### src/rtl/seg_pkg.sv
// seg_pkg: shared glyphs, conversion state encoding and sizing helper for the 7-segment scanner
package seg_pkg;
  localparam logic [9:0][6:0] GLYPHS = {7'h6F, 7'h7F, 7'h07, 7'h7D, 7'h6D, 7'h66, 7'h4F, 7'h5B, 7'h06, 7'h3F};
  localparam logic [6:0] BLANK = 7'h00;
  localparam logic [6:0] DASH = 7'h40;
  typedef enum logic [1:0] {IDLE, SHIFT, COMMIT} conv_state_t;
  function automatic int ceil_log2(input int n);
    ceil_log2 = 1;
    for (int i = 1; i < 31; i++) if ((1 << i) < n) ceil_log2 = i + 1;
  endfunction
endpackage

### src/rtl/bin2bcd_seq.sv
// bin2bcd_seq: one-bit-per-clock double-dabble converter with a one-deep pending load
module bin2bcd_seq
  import seg_pkg::*;
#(
  parameter int DATA_W = 16,
  parameter int DIGITS = 5
) (
  input  logic                  sys_clk,
  input  logic                  sys_rst_n,
  input  logic                  start,
  input  logic [DATA_W-1:0]     din,
  output logic                  busy,
  output logic                  done,
  output logic [4*DIGITS-1:0]   bcd,
  output logic                  ovf
);
  localparam int CW = ceil_log2(DATA_W);
  conv_state_t state;
  logic [DATA_W-1:0] bin, pend_val;
  logic pend_v;
  logic [CW-1:0] cnt;
  logic [4*DIGITS-1:0] adj;
  for (genvar g = 0; g < DIGITS; g++) begin : g_adj
    assign adj[4*g+:4] = bcd[4*g+:4] >= 4'd5 ? bcd[4*g+:4] + 4'd3 : bcd[4*g+:4];
  end
  always_ff @(posedge sys_clk or negedge sys_rst_n) begin
    if (!sys_rst_n) begin
      state <= IDLE;
      busy <= 1'b0;
      done <= 1'b0;
      bcd <= '0;
      ovf <= 1'b0;
      bin <= '0;
      pend_val <= '0;
      pend_v <= 1'b0;
      cnt <= '0;
    end else begin
      done <= 1'b0;
      if (start && state != IDLE) begin
        pend_v <= 1'b1;
        pend_val <= din;
      end
      case (state)
        IDLE: if (start) begin
          bin <= din;
          bcd <= '0;
          ovf <= 1'b0;
          cnt <= '0;
          busy <= 1'b1;
          state <= SHIFT;
        end
        SHIFT: begin
          // a one leaving the top nibble means the value needs more digits than we have
          bcd <= {adj[4*DIGITS-2:0], bin[DATA_W-1]};
          bin <= {bin[DATA_W-2:0], 1'b0};
          ovf <= ovf | adj[4*DIGITS-1];
          cnt <= cnt + 1'b1;
          if (cnt == CW'(DATA_W - 1)) begin
            state <= COMMIT;
            done <= 1'b1;
          end
        end
        COMMIT: if (start || pend_v) begin
          bin <= start ? din : pend_val;
          bcd <= '0;
          ovf <= 1'b0;
          cnt <= '0;
          pend_v <= 1'b0;
          state <= SHIFT;
        end else begin
          busy <= 1'b0;
          state <= IDLE;
        end
        default: state <= IDLE;
      endcase
    end
  end
endmodule

### src/rtl/seg_scan_driver.sv
// seg_scan_driver: multiplexed 7-segment scanner with sequential BCD conversion, blanking, dp, blink and overflow dash
module seg_scan_driver
  import seg_pkg::*;
#(
  parameter int DIGITS = 5,
  parameter int DATA_W = 16,
  parameter int SCAN_DIV = 50000,
  parameter int BLINK_TICKS = 250,
  parameter bit SEG_ACTIVE_LOW = 1'b1,
  parameter bit SEL_ACTIVE_LOW = 1'b1
) (
  input  logic              sys_clk,
  input  logic              sys_rst_n,
  input  logic [DATA_W-1:0] num,
  input  logic              num_valid,
  output logic              busy,
  input  logic [DIGITS-1:0] dp_mask,
  input  logic              blank_lz,
  input  logic              blink_en,
  output logic [DIGITS-1:0] seg_sel,
  output logic [7:0]        seg_led
);
  localparam int IW = ceil_log2(DIGITS);
  localparam int SW = ceil_log2(SCAN_DIV);
  localparam int BW = ceil_log2(BLINK_TICKS);
  logic done, ovf, disp_ovf, phase, wrap, blink_last;
  logic [4*DIGITS-1:0] bcd, disp;
  logic [DIGITS-1:0] lz, sel_oh;
  logic [SW-1:0] scan_cnt;
  logic [BW-1:0] blink_cnt;
  logic [IW-1:0] idx, idx_next;
  logic [3:0] dig;
  logic [6:0] glyph;
  logic [7:0] pat;
  bin2bcd_seq #(.DATA_W(DATA_W), .DIGITS(DIGITS)) u_conv (
    .sys_clk(sys_clk), .sys_rst_n(sys_rst_n), .start(num_valid), .din(num),
    .busy(busy), .done(done), .bcd(bcd), .ovf(ovf)
  );
  // lz[i]: digits 0..i are all zero, i.e. digit i sits above the first nonzero digit
  for (genvar g = 0; g < DIGITS; g++) begin : g_lz
    assign lz[g] = disp[4*DIGITS-1 -: 4*(g+1)] == '0;
  end
  always_comb begin
    wrap = scan_cnt == SW'(SCAN_DIV - 1);
    blink_last = blink_cnt == BW'(BLINK_TICKS - 1);
    idx_next = !wrap ? idx : idx == IW'(DIGITS - 1) ? '0 : idx + 1'b1;
    sel_oh = DIGITS'(1) << idx_next;
    dig = disp[4*(DIGITS-1-int'(idx))+:4];
    glyph = disp_ovf ? DASH
          : (blank_lz && lz[idx] && idx != IW'(DIGITS - 1)) || dig > 4'd9 ? BLANK
          : GLYPHS[dig];
    pat = blink_en && phase ? 8'h00 : {dp_mask[idx], glyph};
  end
  always_ff @(posedge sys_clk or negedge sys_rst_n) begin
    if (!sys_rst_n) begin
      disp <= '0;
      disp_ovf <= 1'b0;
      scan_cnt <= '0;
      idx <= '0;
      blink_cnt <= '0;
      phase <= 1'b0;
      seg_sel <= {DIGITS{SEL_ACTIVE_LOW}} ^ DIGITS'(1);
      seg_led <= {8{SEG_ACTIVE_LOW}};
    end else begin
      if (done) begin
        disp <= bcd;
        disp_ovf <= ovf;
      end
      scan_cnt <= wrap ? '0 : scan_cnt + 1'b1;
      idx <= idx_next;
      if (!blink_en) begin
        blink_cnt <= '0;
        phase <= 1'b0;
      end else if (wrap) begin
        blink_cnt <= blink_last ? '0 : blink_cnt + 1'b1;
        phase <= phase ^ blink_last;
      end
      seg_sel <= {DIGITS{SEL_ACTIVE_LOW}} ^ sel_oh;
      seg_led <= {8{SEG_ACTIVE_LOW}} ^ pat;
    end
  end
endmodule

### config.mk
export PLATFORM = sky130hd
export DESIGN_NAME = seg_scan_driver
export DESIGN_NICKNAME = d
export VERILOG_FILES = /design/src/rtl/seg_pkg.sv /design/src/rtl/bin2bcd_seq.sv /design/src/rtl/seg_scan_driver.sv
export SDC_FILE = /design/constraint.sdc
export NUM_CORES = 1
export LEC_CHECK = 0
export ABC_AREA = 1
export CORE_MARGIN = 8
export CORE_UTILIZATION = 43
export CTS_BUF_LIST = sky130_fd_sc_hd__clkbuf_16
export DETAILED_ROUTE_END_ITERATION = 12
export GPL_ROUTABILITY_DRIVEN = 0
export PLACE_DENSITY = 0.67
export SLEW_MARGIN = 20
export SYNTH_ARGS = -nofsm -noshare
export SYNTH_HDL_FRONTEND = slang
export SYNTH_SLANG_ARGS = --single-unit
### constraint.sdc
create_clock -name sys_clk -period 7.77 [get_ports sys_clk]
set_clock_uncertainty 0.2 [all_clocks]
set_input_delay 2.331 -clock sys_clk [delete_from_list [all_inputs] [get_ports sys_clk]]
set_output_delay 2.331 -clock sys_clk [all_outputs]
set_load 0.02 [all_outputs]
# Yosys cells after proc, flatten, opt, wreduce, memory -nomap -nowiden

Memories as Yosys holds them, arrays and structs flattened.
Index checks and enable logic that the tools add are counted.

Memory bits (read-only): 112
Memories kept: 1
Flip-flop bits (word level): 124
Output and inout bits: 14
Bits of input ports: 26
Logic and storage cells: 118

Order comparisons: 8
Reductions and logical operators: 18
Bitwise gates (word level): 4
Eq/ne operators: 12
Muxes and demuxes: 46
Shift operators: 2
Add/sub/neg operators: 10

Memory list:

| name             | words | bits a word | rd ports | clocked after memory_dff | write ports | line                  | text |
|---|---|---|---|---|---|---|---|
| (name not given) | 16    | 7           | 1        | 0                        | 0           | seg_scan_driver.sv:51 | `: GLYPHS[dig];` |

Operators by type and width:

| operator                                              | number |
|---|---|
| two-way mux 16 bit                                    | 4 |
| one-hot mux 20 bit (3 select lines)                   | 1 |
| one-hot mux 16 bit (3 select lines)                   | 1 |
| two-way mux 20 bit                                    | 2 |
| two-way mux 8 bit                                     | 4 |
| two-way mux 4 bit                                     | 7 |
| two-way mux 7 bit                                     | 3 |
| adder 4 x 2 -> 4 bit, second input constant           | 5 |
| >= comparator 4 x 3 -> 1 bit, second input constant   | 5 |
| zero test 20 bit                                      | 1 |
| variable part select 20 x 6 -> 4 bit                  | 1 |
| adder 16 x 1 -> 16 bit, second input constant         | 1 |
| == test 16 bit, second input constant                 | 1 |
| zero test 16 bit                                      | 1 |
| two-way mux 1 bit                                     | 14 |
| zero test 12 bit                                      | 1 |
| one-hot mux 4 bit (3 select lines)                    | 1 |
| adder 8 x 1 -> 8 bit, second input constant           | 1 |
| == test 8 bit, second input constant                  | 1 |
| zero test 8 bit                                       | 1 |
| NOT 8 bit                                             | 1 |
| binary-select mux 1 bit (select 3 bit)                | 2 |
| two-way mux 3 bit                                     | 2 |
| inequality test 2 x 1 -> 1 bit, second input constant | 3 |
| other kinds (28)                                      | 36 |

# Longest topological paths before layout

Depth after elaboration: 10
Mapped depth: 20
Mapped depth without buffers: 18

# Hierarchy

From an unflattened synthesis, not the netlist that was laid out.

Cell total of the unflattened synthesis: 809
Area, all modules: 6710.2 sq um

By module, submodules not included:

| module          | area an instance (sq um) | times used | cells an instance |
|---|---|---|---|
| bin2bcd_seq     | 3448.3                   | 1          | 416 |
| seg_scan_driver | 3261.9                   | 1          | 393 |

# Worst setup path after synthesis

No wires, ideal clock.

Path type: input to register
Start point: in num_valid
End point: reg u_conv.bin[10]
Stages: 6
Required time: 7.449 ns
Data arrival time: 3.241 ns
Slack: 4.208 ns
Cell sequence: nor2_1 nand2_1 nand3_4 o21ai_4 buf_2 o22a_1

Word-level cells in the longest chain between the ends: 3

RTL lines:

| what                                                                              | line                                 | text |
|---|---|---|
| start, declared                                                                   | seg_scan_driver.sv:15                | `input logic num_valid,` |
| two-way mux 16 bit / logical OR 1 bit (equally long branches)                     | bin2bcd_seq.sv:64, bin2bcd_seq.sv:63 |  |
| two-way mux 16 bit / inequality test 2 x 1 -> 1 bit (equally long branches)       | -                                    |  |
| one-hot mux 16 bit (3 select lines) / AND reduction 3 bit (equally long branches) | -                                    |  |
| end signal, assigned                                                              | bin2bcd_seq.sv:45                    | `bin <= din;` |
| end signal, assigned                                                              | bin2bcd_seq.sv:55                    | `bin <= {bin[DATA_W-2:0], 1'b0};` |
| end signal, assigned                                                              | bin2bcd_seq.sv:64                    | `bin <= start ? din : pend_val;` |
| end, declared                                                                     | bin2bcd_seq.sv:19                    | `logic [DATA_W-1:0] bin, pend_val;` |

Several ways; a longest one is shown, not always the timed one. The select of a mux whose other input is x is not followed.
A chain may end at the register's enable or synchronous reset.

# Worst setup path in the final report

Start point: in num_valid
End point: reg u_conv.bcd[11]

Word-level cells in the longest chain between the ends: 3

RTL lines:

| what                                     | line              | text |
|---|---|---|
| logical OR 1 bit                         | bin2bcd_seq.sv:63 | `COMMIT: if (start \|\| pend_v) begin` |
| inequality test 2 x 1 -> 1 bit (no line) | -                 |  |
| AND reduction 3 bit (no line) (*)        | -                 |  |
| end signal, assigned                     | bin2bcd_seq.sv:54 | `bcd <= {adj[4*DIGITS-2:0], bin[DATA_W-1]};` |
| end, declared                            | bin2bcd_seq.sv:14 | `output logic [4*DIGITS-1:0] bcd,` |

Mark *: on every way between the ends. The rest lies on a longest branch, timed or not.

==> key figures <==
Outcome
  • Outcome: finished clean

Timing
  • Finish-stage setup viols: 0
  • Fin. max-slew vios: 0
  • Min Tclk post-route: slightly below 5000 ps
  • Worst-Margin Slew: 969 ps
  • Worst rel slew slack: 0.351
  • Period utilization: 0.618
  • Unrepaired setup endpoints after global routing: false
  • Fmax: 0.208 GHz
  • Setup TNS: 0 ps
  • Hold Vio Cnt, Final: 0

Power and ir drop
  • Peak supply drop: approximately 190 uV
  • Pwr/cell area: approximately 340 nW/um2
  • Static Leak: 3.56 nW
  • Tot Pwr: 2.63 mW

Logic synthesis
  • Unique masters post-synth: 42
  • Area contributors post-synth: dfrtp_1, nand2_1, o21ai_0, inv_1, ha_1
  • Post-synth EDFFs: 0
  • Sequential fraction of the synthesis area: 0.475
  • Share of synthesized registers carrying an async set or reset: 1.00
  • Synth Cell Area: ~6600 um2
  • Area leader, netlist: dfrtp_1
  • Ys flop type: dfrtp_1
  • Gate Count Post-Synth: 810
  • Share of the synthesized area in the top cell type: 0.427
  • Syn nets: approximately 860
  • Yosys reg bits: 124
  • Mean Syn Cell Area: roughly 8.1 um2
  • YS warnings: 0

Placed design
  • Post-DP Area: 7070 um2
  • Port buffer count: 39
  • DP HPWL: 9360 um

Clock tree
  • Cts-stage hold buffer count: 0
  • Post-CTS Resized: 0
  • Bufs on Longest Clock Path: 2
  • Clock Sinks: approximately 120
  • CTS buffer count: 17
  • CTS tree: built
  • Post-CTS Setup Inserts: 0
  • Clock transition at the registers of the reported paths: ~60 ps
  • H-tree levels: 4
  • Clk_lat worst skew: about 420 ps
  • Clock Tree Root: clkbuf_16

Worst setup path
  • Critical Path AT: just under 5000 ps
  • Crit Path Max Fanout: 38
  • Crit path kind: input port to flop
  • Worst EP required: 7880 ps
  • Crit start category: input port
  • Worst r2r path cells: 14
  • CP endpoint kind: flop

Floorplan
  • IO Count: 40
  • Site Rows: 45
  • Die outline height: between 100 and 150 um
  • Initial Util: 0.435
  • Die ar.: around 19,000 um2
  • Core Region: approximately 15,000 um2
  • Die width: roughly 140 um

GRT
  • Largest net degree at the start of global routing: 65
  • Total track usage: 0.152
  • First-pass GRT wire length: between 20,000 and 25,000 um
  • Initial antenna violation count: 0
  • Grt ovf: 0
  • Number of global-route vias before repair: about 5,200

Layout
  • Final instance area: between 7000 and 8000 um2
  • Nets: roughly 890
  • Most frequent cells in the layout: nand2_1, dfrtp_1, inv_1, o21ai_0, nor2_1
  • P&R area growth vs syn: 16.8%
  • Final Util: 0.508
  • Commonest non-fill, non-tap cell in the layout: nand2_1
  • Layout cells sized above 1: 0.0843
  • Antenna diodes: 0
  • # fillers: 1,421

Drt
  • DRC: 0
  • Vias per inst: 5.10
  • Wire length per cell: 13.5 um
  • Vias: between 5,000 and 6,000
  • Pre-antenna DRT Iters: 5
  • DRT Wirelength: approximately 14,000 um
  • Post-DRT Antenna Nets: 0
  • Initial DRC count: around 390

Run
  • Max-capacitance violation count: 0

Hold path
  • Hold Path Cell Cnt: 1
  • Hold crit path type: flop to flop
[per-layer routing]
| layer | global-route usage | wire (um) |
|---|---|---|
| met5 | 0 | 0 |
| met4 | 0.0463 | 156 |
| met3 | 0.0451 | 645 |
| met2 | 0.245 | 6440 |
| met1 | 0.193 | 6820 |
[worst max-delay path, cell delays in order]
cell	delay (ps)
clkdlybuf4s50_1	560
inv_2	190
nand2_2	160
o21ai_2	90
o21ai_4	780
buf_4	360
inv_2	180
o41ai_2	240
[logic make-up after synthesis]
group                      share of synthesized area
and+or+nand+nor                                0.217
AOI/OAI and AO/OA                              0.152
buffers and inverters                         0.0831
DFF                                            0.475
adders and majority gates                     0.0496
xor gates and xnor gates                      0.0227
muxes                                        0.00152
[stage by stage]
stage,cells,hold WS (ps),setup WS [ps]
2_1_floorplan,810,233,4210
3_3_place_gp,1011,252,2740
3_5_place_dp,1011,253,2600
4_1_cts,1042,263,3040
5_1_grt,1042,295,2780
6_report,1042,260,2970
[final timing paths]
kind | start | end | slack (ps)
worst max register to register | idx[0] | seg_led[4] | 4440
max in group asynchronous | sys_rst_n | u_conv.done | 4260
min in group asynchronous | sys_rst_n | scan_cnt[12] | 1790
worst max-delay path | num_valid | u_conv.bcd[11] | 2970
worst min-delay path | scan_cnt[0] | scan_cnt[0] | 260
worst min register to register | scan_cnt[0] | scan_cnt[0] | 260
[Yosys cell counts, types with 3 or more instances]
cell type / count
nand2_1: 179
dfrtp_1: 112
inv_1: 101
o21ai_0: 82
nor2_1: 78
nand3_1: 51
a21oi_1: 49
ha_1: 26
xor2_1: 16
o22a_1: 14
dfstp_2: 12
clkbuf_1: 11
buf_2: 10
nand4_1: 8
nor3_1: 8
o22ai_1: 8
buf_4: 4
inv_2: 4
o41ai_2: 4
a31oi_1: 3
o21ai_2: 3
or2_2: 3
[where the power goes]
group / total (mW) / internal [mW] / switching [mW]
sequential: 0.960 / 0.831 / 0.129
clock: 0.803 / 0.502 / 0.301
combinational: 0.865 / 0.313 / 0.553
[layout make-up]
cell class | instances | area (um2) | share of cell area
inverter | 106 | 400 | 0.0522
clock inverter | 14 | 173 | 0.0225
sequential | 124 | 3120 | 0.407
timing repair buffer | 42 | 410 | 0.0535
multi-input combinational | 551 | 2910 | 0.379
clock buffer | 17 | 425 | 0.0555
tap | 188 | 235 | 0.0307
[sequential cells by signal, summed over array words and instances, names as in the netlist]
| signal | count |
|---|---|
| u_conv.bin | 16 |
| blink_cnt | 8 |
| u_conv.ovf | 1 |
| idx | 3 |
| scan_cnt | 16 |
| u_conv.pend_v | 1 |
| disp | 20 |
| u_conv.done | 1 |
| u_conv.cnt | 4 |
| seg_led | 8 |
| u_conv.busy | 1 |
| disp_ovf | 1 |
| u_conv.bcd | 20 |
| u_conv.pend_val | 16 |
| seg_sel | 5 |
| u_conv.state | 2 |
| phase | 1 |
Note: power is estimated with default switching activity, not from simulation.
